===== src/rtl/arch_dump_pkg.sv =====
// rtl/arch_dump_pkg.sv - shared types and constants for the architectural register dump unit
package arch_dump_pkg;

  localparam int ARCH_REG_W = 5;

  // Record container sized for the widest supported configuration; the top narrows each field.
  localparam int REC_PREG_W = 16;
  localparam int REC_DATA_W = 64;
  localparam int REC_TAG_W  = 32;

  typedef enum logic [1:0] {
    IDLE = 2'd0,
    MAP  = 2'd1,
    PRF  = 2'd2,
    SEND = 2'd3
  } state_t;

  typedef struct packed {
    logic [ARCH_REG_W-1:0] areg;
    logic [REC_PREG_W-1:0] preg;
    logic [REC_DATA_W-1:0] data;
    logic [REC_TAG_W-1:0]  tag;
    logic                  last;
  } dump_rec_t;

endpackage


===== src/rtl/sat_counter.sv =====
// rtl/sat_counter.sv - saturating up-counter used for the mispredict count
module sat_counter #(
  parameter int W = 16
) (
  input  logic         clk,
  input  logic         reset,
  input  logic         inc,
  output logic [W-1:0] cnt
);

  always_ff @(posedge clk or negedge reset) begin
    if (!reset) begin
      cnt <= '0;
    end else if (inc && (cnt != {W{1'b1}})) begin
      cnt <= cnt + W'(1);
    end
  end

endmodule


===== src/rtl/arch_dump_unit.sv =====
// rtl/arch_dump_unit.sv - streams watched arch registers (rename map + PRF value) as records
// Define ARCH_DUMP_MISPRED_TRIG_EN to make every mispredict pulse also trigger a dump.
module arch_dump_unit
  import arch_dump_pkg::*;
#(
  parameter int NUM_WATCH = 4,
  parameter int PREG_W    = 7,
  parameter int DATA_W    = 32,
  parameter int CNT_W     = 16
) (
  input  logic                                  clk,
  input  logic                                  reset,
  input  logic [NUM_WATCH-1:0][ARCH_REG_W-1:0]  watch_idx,
  input  logic                                  dump_req,
  input  logic                                  mispredict,
  output logic [ARCH_REG_W-1:0]                 map_raddr,
  input  logic [PREG_W-1:0]                     map_rdata,
  output logic [PREG_W-1:0]                     prf_raddr,
  input  logic [DATA_W-1:0]                     prf_rdata,
  output logic                                  rec_valid,
  input  logic                                  rec_ready,
  output logic [ARCH_REG_W-1:0]                 rec_areg,
  output logic [PREG_W-1:0]                     rec_preg,
  output logic [DATA_W-1:0]                     rec_data,
  output logic [CNT_W-1:0]                      rec_tag,
  output logic                                  rec_last,
  output logic [CNT_W-1:0]                      mispred_cnt,
  output logic                                  busy
);

  localparam int CH_W = (NUM_WATCH > 1) ? $clog2(NUM_WATCH) : 1;
  localparam logic [CH_W-1:0] LAST_CH = CH_W'(NUM_WATCH - 1);

  state_t          state, state_nxt;
  logic [CH_W-1:0] ch, ch_nxt;
  logic            pending, pending_nxt;
  dump_rec_t       rec, rec_nxt;
  logic            trigger;

`ifdef ARCH_DUMP_MISPRED_TRIG_EN
  assign trigger = dump_req | mispredict;
`else
  assign trigger = dump_req;
`endif

  sat_counter #(.W(CNT_W)) u_mispred_cnt (
    .clk   (clk),
    .reset (reset),
    .inc   (mispredict),
    .cnt   (mispred_cnt)
  );

  always_ff @(posedge clk or negedge reset) begin
    if (!reset) begin
      state   <= IDLE;
      ch      <= '0;
      pending <= 1'b0;
      rec     <= '0;
    end else begin
      state   <= state_nxt;
      ch      <= ch_nxt;
      pending <= pending_nxt;
      rec     <= rec_nxt;
    end
  end

  always_comb begin
    state_nxt   = state;
    ch_nxt      = ch;
    rec_nxt     = rec;
    map_raddr   = '0;
    prf_raddr   = '0;
    // Any trigger seen in IDLE is consumed there; triggers while busy merge into one pending dump.
    pending_nxt = (state == IDLE) ? 1'b0 : (pending | trigger);
    case (state)
      IDLE: begin
        if (trigger || pending) begin
          rec_nxt.tag = REC_TAG_W'(mispred_cnt);
          ch_nxt      = '0;
          state_nxt   = MAP;
        end
      end
      MAP: begin
        map_raddr    = watch_idx[ch];
        rec_nxt.areg = watch_idx[ch];
        rec_nxt.preg = REC_PREG_W'(map_rdata);
        rec_nxt.last = (ch == LAST_CH);
        state_nxt    = PRF;
      end
      PRF: begin
        prf_raddr    = PREG_W'(rec.preg);
        rec_nxt.data = REC_DATA_W'(prf_rdata);
        state_nxt    = SEND;
      end
      SEND: begin
        if (rec_ready) begin
          if (ch == LAST_CH) begin
            state_nxt = IDLE;
          end else begin
            ch_nxt    = ch + CH_W'(1);
            state_nxt = MAP;
          end
        end
      end
      default: state_nxt = IDLE;
    endcase
  end

  assign rec_valid = (state == SEND);
  assign rec_last  = (state == SEND) && rec.last;
  assign busy      = (state != IDLE);
  assign rec_areg  = rec.areg;
  assign rec_preg  = PREG_W'(rec.preg);
  assign rec_data  = DATA_W'(rec.data);
  assign rec_tag   = CNT_W'(rec.tag);

endmodule


===== config.mk =====
export PLATFORM = sky130hd
export DESIGN_NAME = arch_dump_unit
export DESIGN_NICKNAME = d
export VERILOG_FILES = /design/src/rtl/arch_dump_pkg.sv /design/src/rtl/sat_counter.sv /design/src/rtl/arch_dump_unit.sv
export SDC_FILE = /design/constraint.sdc
export NUM_CORES = 1
export LEC_CHECK = 0
export ABC_AREA = 1
export ABC_CLOCK_PERIOD_IN_PS = 4000
export BUFFER_PORTS_ARGS = -buffer_cell sky130_fd_sc_hd__buf_2
export CAP_MARGIN = 0
export CORE_MARGIN = 10
export CORE_UTILIZATION = 54
export CTS_BUF_LIST = sky130_fd_sc_hd__clkbuf_16
export CTS_CLUSTER_DIAMETER = 40
export CTS_CLUSTER_SIZE = 8
export DETAILED_ROUTE_END_ITERATION = 6
export PLACE_DENSITY_LB_ADDON = 0.15
export SETUP_SLACK_MARGIN = 0.3
export SLEW_MARGIN = 25
export SYNTH_ARGS = -nofsm -noshare
export SYNTH_HDL_FRONTEND = slang
export SYNTH_SLANG_ARGS = --single-unit

===== constraint.sdc =====
create_clock -name clk -period 4 [get_ports clk]
set_input_delay 0.4 -clock clk [delete_from_list [all_inputs] [get_ports clk]]
set_output_delay 0.4 -clock clk [all_outputs]
set_load 0.01 [all_outputs]

==> results of run 1 <==
==> state kept, by name, indices dropped and copies added, names as in the netlist <==
register / count
rec_data: 32
rec_tag: 16
u_mispred_cnt.cnt: 16
rec_preg: 7
rec_areg: 5
ch: 2
state: 2
pending: 1
rec: 1
==> synthesized netlist by cell type <==
master / count
mux2_2: 39
nand2_2: 5
o22ai_1: 5
nor2_2: 3
xor2_1: 3
inv_1: 46
nand4_2: 1
buf_2: 6
nand3b_1: 1
o21ai_2: 6
nor2_4: 3
nand4_1: 4
nor2_1: 28
buf_8: 1
ha_1: 7
clkbuf_1: 5
a21oi_1: 2
dfrtp_1: 82
nand3_1: 9
buf_4: 60
o21ai_0: 42
nand2_1: 99
==> kinds of logic (layout without fill, tap and decap cells) <==
logic type / after synthesis / after routing / synth area share
and+or+nand+nor: 153 / 153 / 0.153
buffers and inverters: 118 / 217 / 0.162
DFF: 82 / 82 / 0.483
AOI/OAI and AO/OA: 55 / 55 / 0.0716
muxes: 39 / 39 / 0.103
adders and majority gates: 7 / 7 / 0.0206
xor gates and xnor gates: 3 / 3 / 0.00619
==> per-stage QoR <==
| stage | cells | hold slack [ns] | utilization | power [mW] |
|---|---|---|---|---|
| 6_report | 658 | 0.114 | 0.640 | 3.64 |
| 5_1_grt | 658 | 0.181 | 0.640 | 3.93 |
| 4_1_cts | 658 | 0.293 | 0.640 | 3.70 |
| 3_5_place_dp | 642 | 0.468 | 0.604 | 2.92 |
| 3_3_place_gp | 642 | 0.463 | 0.604 | 2.87 |
| 2_1_floorplan | 457 | 0.104 | - | 2.69 |
==> how the worst min path moves through the flow <==
stage,startpoint,end
6_report,reset,rec_areg[0]
3_3_place_gp,rec_tag[1],rec_tag[1]
4_1_cts,prf_rdata[4],rec_data[4]
2_1_floorplan,reset,ch[0]
3_5_place_dp,rec_tag[9],rec_tag[9]
5_1_grt,reset,rec_areg[0]
==> power by group through the flow <==
stage               Sequential, mW  Clock (mW)  Combinational, mW
finish                        1.39       0.772               1.48
global route                  1.44       0.822               1.67
CTS                           1.40       0.785               1.52
detailed placement            1.41           0               1.51
global placement              1.39           0               1.49
floorplan                     1.37           0               1.33
==> routing by layer <==
metal | global-route usage | up-vias
li1 | - | 1583
met1 | 0.198 | 1487
met2 | 0.275 | 89
met3 | 0.0513 | 8
met4 | 0.0395 | 0
met5 | 0 | -
==> layout make-up <==
type	count	area [um2]
Fill cell	675	2770
Sequential cell	82	2050
Multi-Input combinational cell	257	1510
Timing Repair Buffer	155	785
Clock buffer	9	225
Inverter	46	173
Tap cell	102	128
Clock inverter	7	52.6
==> worst max-delay path: cells and delay by family, from the launching register on <==
kind	cells	cell delay, ns
buffers and inverters	3	0.33
DFF	1	0.43
adders and majority gates	1	0.59
and+or+nand+nor	1	0.14
==> impl_metrics.csv, run 1 <==
group,metric,value,unit
critical_path,end_kind,"primary output",
timing,finalWorstSetupSlack,1.78,ns
place,pre_cts_ws,2.11,ns
critical_path,reg2reg_depth,4,
synth,synth_area_leader_cell,"dfrtp_1",
final_layout,final_nets,622,
synth,synth_top_cell_area_share,0.483,
run_status,outcome,"finished, final reports clean",
power_and_ir_drop,combPwrFrac,0.406,
final_layout,stdcell_area,4920,um2
place,dp_hpwl,7.44,mm
synth,yosysWarnings,0,
clock_tree,ctsHtreeMaxLevel,3,
critical_path,crit_fanout,19,
timing,hold_viol_final,0,
place,place_area,4640,um2
routing,viasPerCell,4.81,
routing,wl_met1,4.00,mm
place,io_buffers,154,
timing,maxSlewViolCount,0,
power_and_ir_drop,clkPwrFrac,0.212,
die,design.core.area,7690,um2
timing,fin_crit_sh,0.555,
job,maxCapViolations,0,
timing,max_slew.worst_pin.slew,0.834,ns
grt,grt_start_max_net_pins,83,
routing,remaining_drc_errors,0,
timing,final-setup-viol-count,0,
grt,grt.total_usage,0.162,
clock_tree,cts_resized,0,
clock_tree,clkTransAtPathRegs,0.06,ns
die,die_area,11800,um2
final_layout,diodes,0,
grt,antenna_found_initial,0,
critical_path,ff2ff_setup_slack,2.25,ns
synth,seq_area_frac_synth,0.483,
timing,timing.setup.tns,0,ns
clock_tree,cts_tree,"done",
routing,wirelength,9.61,mm
routing,vias,3167,
critical_path,crit_slowest_cell,"ha_1",
power_and_ir_drop,p_seq_frac,0.382,
timing,relSlewSlack,0.442,
critical_path,r2r_start,"state[0]",
power_and_ir_drop,p_sw_frac,0.376,
synth,synth.ff_latch_count,82,
clock_tree,clock_latency,0.33,ns
timing,fin_skew,0.00573,ns
grt,grt_pass1_vias,3242,
routing,drt_iter0_drc,74,
min_path,hold_class,"in -> async",
routing,routed-wl-met2,4.76,mm
clock_tree,cts_setup_buffers,0,
critical_path,critPathMaxStageDelay,0.59,ns
synth,synthDistinctLibCells,22,
critical_path,crit_path_end,"map_raddr[0]",
critical_path,r2r-end,"rec_tag[12]",
clock_tree,cts-root-buf,"clkbuf_16",
die,rows,32,
routing,first_pass_iters,4,
critical_path,critPathLaunchType,"flip-flop",
final_layout,final_common_cell,"buf_2",
critical_path,startpoint,"state[1]",
final_layout,drive_gt1_frac,0.410,
critical_path,crit_required,3.60,ns
critical_path,critical_path_arrival,1.82,ns
synth,syn_area_per_cell,9.29,um2
die,die_h,109,um
routing,ant_nets,0,
power_and_ir_drop,peakVddDrop,0.000342,V
timing,max_freq,451,MHz
power_and_ir_drop,p_switching,1.37,mW
synth,syn_inst,457,
final_layout,syn2layout_area_growth,15.9,%
power_and_ir_drop,power_density,739,nW/um2
synth,syn_area,4250,um2
timing,rsz0062_at_grt,"no",
critical_path,worstSetupPathType,"reg -> out",
clock_tree,cts_hold_buf,0,
clock_tree,cts-buffers-inserted,9,
power_and_ir_drop,intPower,2.27,mW
routing,post_drt_wl_per_cell,14.6,um
die,start_util,0.552,
clock_tree,clock_path_buffers,2,
grt,grt_pass1_wl,15.7,mm
synth,synth_nets,528,
place,gp_congestion,0.828,
grt,overflow,0,
die,io_pins,155,
clock_tree,cts.sink_count,82,
timing,layout_min_cycle_time,2.22,ns
routing,route.met3.wl,777,um
routing,highest_layer,"met4",
critical_path,path_cells,"inv_1 > ha_1 > nand2_1 > inv_1 > buf_2",
critical_path,cpMostUsedCell,"inv_1",
die,die_w,109,um
power_and_ir_drop,p_leak,2.60,nW
synth,synth_area_leaders,"dfrtp_1, buf_4, mux2_2",
final_layout,final_cell_mix,"buf_2, nand2_1, dfrtp_1, inv_1, o21ai_0",
(Power assumes the default switching activity.)
==> inputs of run 2 (changes only) <==
Settings changed: ABC_CLOCK_PERIOD_IN_PS 4000 to 2100, CORE_UTILIZATION 54 to 50.
Clock period 4 ns to 2.1 ns, I/O delays scaled along.
==> run 2 against run 1 <==
Compared with the run above:
- sequential power increased by 91%
- register-to-register slack got worse by 1.8 ns
- wire length increased by 6.6%
- core utilization decreased by 1.6 points
- hold slack got worse by 0.0041 ns
==> impl_metrics.csv, run 2 (same netlist as run 1, synthesis figures left out) <==
group,metric,value,unit
place,gp_congestion,0.911,
clock_tree,cts_tree,"done",
critical_path,crit_slowest_cell,"dfrtp_1",
timing,fin_skew,0.00368,ns
clock_tree,clkTransAtPathRegs,0.06,ns
final_layout,nFillCells,753,
critical_path,crit_fanout,15,
power_and_ir_drop,total_power,7.67,mW
final_layout,diodes,0,
routing,post_drt_wl_per_cell,15.3,um
power_and_ir_drop,clkPwrFrac,0.249,
final_layout,syn2layout_area_growth,21.4,%
power_and_ir_drop,peakVddDrop,0.000567,V
die,die_area,12600,um2
critical_path,crit_required,1.89,ns
final_layout,largest_reg_flops,32,
timing,timing.setup.tns,0,ns
critical_path,critPathMaxStageDelay,0.44,ns
critical_path,path_cells,"inv_2 > ha_4 > buf_12 > nand2_1 > inv_1 > buf_2",
grt,grt.total_usage,0.154,
routing,drt_iter0_drc,163,
critical_path,worstSetupPathType,"reg -> out",
power_and_ir_drop,intPower,4.99,mW
clock_tree,ctsHtreeMaxLevel,3,
grt,grt_start_max_net_pins,53,
die,die_w,112,um
die,io_pins,155,
final_layout,final_util,0.624,
final_layout,drive_gt1_frac,0.430,
timing,hold_ws,0.110,ns
power_and_ir_drop,p_sw_frac,0.350,
routing,first_pass_iters,4,
final_layout,final_common_cell,"buf_2",
min_path,hold_class,"in -> reg",
critical_path,path_delay_family,"buffers and inverters",
die,design.core.area,8260,um2
final_layout,final_nets,632,
die,rows,33,
final_layout,finalNonFillerCells,670,
clock_tree,clock_path_buffers,2,
power_and_ir_drop,p_seq_frac,0.347,
timing,finalWorstSetupSlack,0.422,ns
critical_path,end_kind,"primary output",
place,io_buffers,154,
place,dp_cells,649,
power_and_ir_drop,p_leak,2.69,nW
timing,hold_viol_final,0,
run_status,outcome,"finished, final reports clean",
timing,fin_crit_sh,0.799,
critical_path,critical_path_arrival,1.47,ns
power_and_ir_drop,p_switching,2.68,mW
die,die_h,112,um
die,start_util,0.514,
job,maxCapViolations,0,
timing,final-setup-viol-count,0,
routing,wirelength,10.2,mm
timing,max_slew.worst_pin.slew,0.441,ns
clock_tree,cts-root-buf,"clkbuf_16",
final_layout,final_cell_mix,"buf_2, nand2_1, dfrtp_1, inv_1, o21ai_0",
routing,remaining_drc_errors,0,
power_and_ir_drop,combPwrFrac,0.404,
timing,relSlewSlack,0.706,
timing,rsz0062_at_grt,"no",
final_layout,stdcell_area,5160,um2
power_and_ir_drop,power_density,1490,nW/um2
grt,overflow,0,
clock_tree,clock_latency,0.33,ns
grt,antenna_found_initial,0,
place,pre_cts_ws,0.437,ns
place,place_area,4690,um2
clock_tree,cts-buffers-inserted,9,
timing,max_freq,596,MHz
place,dp_hpwl,7.91,mm
timing,maxSlewViolCount,0,
grt,grt_pass1_wl,16.4,mm
grt,grt_pass1_vias,3269,
critical_path,crit_buf_inv,4,
timing,layout_min_cycle_time,1.68,ns
routing,ant_nets,0,
critical_path,critPathLaunchType,"flip-flop",
clock_tree,cts.sink_count,82,
routing,viasPerCell,4.80,
routing,vias,3214,
-- run 2: cell count changes in the layout (fill, tap and decap cells not counted), sizes merged --
| cell | change |
|---|---|
| clkbuf | +1 |
| dlygate4sd3 | +1 |
| buf | +8 |
| inv | -2 |
| bufinv | +4 |
| clkinv | -3 |
-- run 2: area by class of cell --
type,count,area (um2),share of cell area
flip-flops and latches,82,2050,0.398
multi-input cells,257,1520,0.295
repair buffers,165,908,0.176
clock buffers,9,225,0.0437
inverters,46,176,0.0342
clock inverters,6,138,0.0267
well taps,105,131,0.0255
-- run 2: path summary, 6_finish.rpt --
path | endpoint | from | cells after the start | slack (ns)
max in group asynchronous | ch[0] | reset | 3 | 1.12
min in group asynchronous | rec_tag[3] | reset | 2 | 0.36
worst max-delay path | prf_raddr[6] | state[0] | 6 | 0.42
worst max register to register | u_mispred_cnt.cnt[11] | u_mispred_cnt.cnt[0] | 8 | 0.45
worst min register to register | rec_tag[11] | rec_tag[11] | 2 | 0.48
worst min-delay path | rec_data[13] | prf_rdata[13] | 2 | 0.11
-- run 2: power by group through the flow --
stage               sequential [mW]  combinational (mW)  clock [mW]
floorplan                      2.60                2.53           0
global placement               2.65                2.91           0
detailed placement             2.69                2.96           0
CTS                            2.65                3.03        1.96
global route                   2.75                3.46        2.02
finish                         2.66                3.10        1.91
-- run 2: repair_timing --
| action | in CTS | in global routing |
|---|---|---|
| endpoints found under the setup margin | 12 | 14 |
| cloned | 0 | 1 |
| pin swaps | 0 | 0 |
| gates resized for setup | 5 | 9 |
| hold endpoints to repair | 30 | 0 |
| hold buffers | 1 | 0 |
| buffers inserted | 1 | 3 |
-- run 2: per-layer routing --
metal  track usage  wire length, um
met4        0.0482               97
met5             0                0
met2         0.251             5040
met3        0.0506              770
met1         0.190             4330
==> inputs of run 3 (changes only) <==
Settings changed: ABC_CLOCK_PERIOD_IN_PS 2100 to 1400, CORE_UTILIZATION 50 to 45.
Clock period 2.1 ns to 1.4 ns, I/O delays scaled along.
==> run 3 against run 2 <==
Compared with the run above:
- the flow now finishes with violations (negative setup slack)
- design area rose by 32%
- power grew 94%
- hold slack worse by 0.078 ns
- final cell count rose by 11%
- via count is 15% higher
- sequential power up 55%
- clock-buffer cell count unchanged
- non-clock buffer count grew 67
- worst setup slack got worse by 0.61 ns
- register-to-register slack got worse by 0.53 ns
- flip-flop and latch count stayed put
- largest power group unchanged
- highest routed layer unchanged
==> impl_metrics.csv, run 3 (same netlist as run 1, synthesis figures left out) <==
group,metric,value,unit
critical_path,crit_required,1.26,ns
timing,hold_viol_final,0,
timing,maxSlewViolCount,0,
timing,max_freq,629,MHz
clock_tree,clock_latency,0.33,ns
critical_path,end_kind,"primary output",
timing,relSlewSlack,0.779,
grt,overflow,0,
grt,grt_pass1_vias,3751,
run_status,outcome,"complete, but fails checks",
routing,post_drt_wl_per_cell,17.3,um
critical_path,crit_fanout,5,
critical_path,worstSetupPathType,"reg -> out",
final_layout,final_common_cell,"buf_2",
job,maxCapViolations,0,
critical_path,critPathLaunchType,"flip-flop",
timing,hold_ws,0.0326,ns
clock_tree,clock_path_buffers,2,
grt,grt_start_max_net_pins,36,
routing,drt_iter0_drc,112,
clock_tree,cts-buffers-inserted,9,
critical_path,crit_slowest_cell,"dfrtp_2",
critical_path,critical_path_arrival,1.45,ns
die,design.core.area,9200,um2
final_layout,final_nets,700,
routing,vias,3712,
run_status,violations,"negative setup slack",
final_layout,diodes,0,
timing,final-setup-viol-count,53,
final_layout,stdcell_area,6800,um2
clock_tree,cts-root-buf,"clkbuf_16",
power_and_ir_drop,peakVddDrop,0.00112,V
die,die_area,13700,um2
timing,fin_crit_sh,1.13,
place,dp_hpwl,8.26,mm
grt,grt.total_usage,0.176,
grt,grt_pass1_wl,19.0,mm
routing,ant_nets,0,
routing,viasPerCell,4.98,
grt,antenna_found_initial,0,
clock_tree,ctsHtreeMaxLevel,3,
die,die_w,117,um
timing,layout_min_cycle_time,1.59,ns
critical_path,crit_buf_inv,3,
routing,first_pass_iters,4,
place,place_area,5000,um2
critical_path,critPathMaxStageDelay,0.43,ns
routing,remaining_drc_errors,0,
power_and_ir_drop,power_density,2190,nW/um2
timing,finalWorstSetupSlack,-0.189,ns
die,start_util,0.462,
critical_path,path_delay_family,"flip-flops",
min_path,hold_class,"in -> reg",
power_and_ir_drop,total_power,14.9,mW
final_layout,drive_gt1_frac,0.680,
clock_tree,clkTransAtPathRegs,0.07,ns
critical_path,path_cells,"clkinvlp_4 > o21ai_1 > o22ai_2 > nand2_2 > inv_2 > buf_6",
clock_tree,cts_tree,"done",
place,gp_congestion,0.867,
place,io_buffers,154,
die,io_pins,155,
final_layout,syn2layout_area_growth,60.0,%
power_and_ir_drop,p_leak,3.44,nW
final_layout,largest_reg_flops,32,
final_layout,final_cell_mix,"buf_2, dfrtp_1, buf_6, nand2_1, mux2_4",
clock_tree,cts.sink_count,82,
timing,rsz0062_at_grt,"yes",
die,rows,35,
timing,fin_skew,0.00806,ns
final_layout,nFillCells,631,
timing,max_slew.worst_pin.slew,0.331,ns
routing,wirelength,12.9,mm
die,die_h,117,um
run 3: power breakdown:
part	switching, mW	total, mW	leakage, nW	internal, mW
clock	1.01	2.40	0.148	1.40
sequential	0.762	4.13	1.01	3.37
combinational	3.72	8.34	2.29	4.62
total	5.48	14.9	3.44	9.39
run 3: path summary, 6_finish.rpt:
kind	start	endpoint	slack, ns	cells after the start
max	ch[0]	map_raddr[3]	-0.19	6
min	prf_rdata[13]	rec_data[13]	0.03	2
max reg2reg	state[0]	rec_tag[11]	-0.08	9
min reg2reg	rec_tag[1]	rec_tag[1]	0.50	2
max in group asynchronous	reset	rec_data[2]	0.67	3
min in group asynchronous	reset	rec_areg[3]	0.25	2
run 3: per-layer routing:
metal  routed length (um)  GRT usage  share of wire
met5                    0          0              0
met4                  253     0.0535          0.020
met3                  962     0.0550          0.075
met2                 6710      0.313           0.52
met1                 4960      0.197           0.38
run 3: final cells by class:
cell class | instances | area (um2) | area share
Multi-Input combinational cell | 257 | 2200 | 0.324
Clock inverter | 7 | 73.8 | 0.0109
Timing Repair inverter | 1 | 7.51 | 0.00110
Sequential cell | 82 | 2060 | 0.303
Tap cell | 111 | 139 | 0.0204
Inverter | 46 | 180 | 0.0265
Clock buffer | 9 | 225 | 0.0331
Timing Repair Buffer | 232 | 1910 | 0.281
run 3: timing repair:
action	in CTS	in global routing
setup buffers	34	11
endpoints found under the setup margin	104	109
pin swaps	32	22
hold endpoints to repair	20	0
hold buffers	1	0
gates resized for setup	201	76
gates cloned	9	0
run 3: per-stage QoR:
stage | setup TNS, ns | worst slack (ns) | cells | util
2_1_floorplan | 0 | 0.0223 | 457 | -
3_3_place_gp | -0.620 | -0.0945 | 674 | 0.544
3_5_place_dp | -0.962 | -0.123 | 674 | 0.544
4_1_cts | -3.24 | -0.147 | 734 | 0.698
5_1_grt | -7.04 | -0.241 | 745 | 0.739
6_report | -3.61 | -0.189 | 745 | 0.739
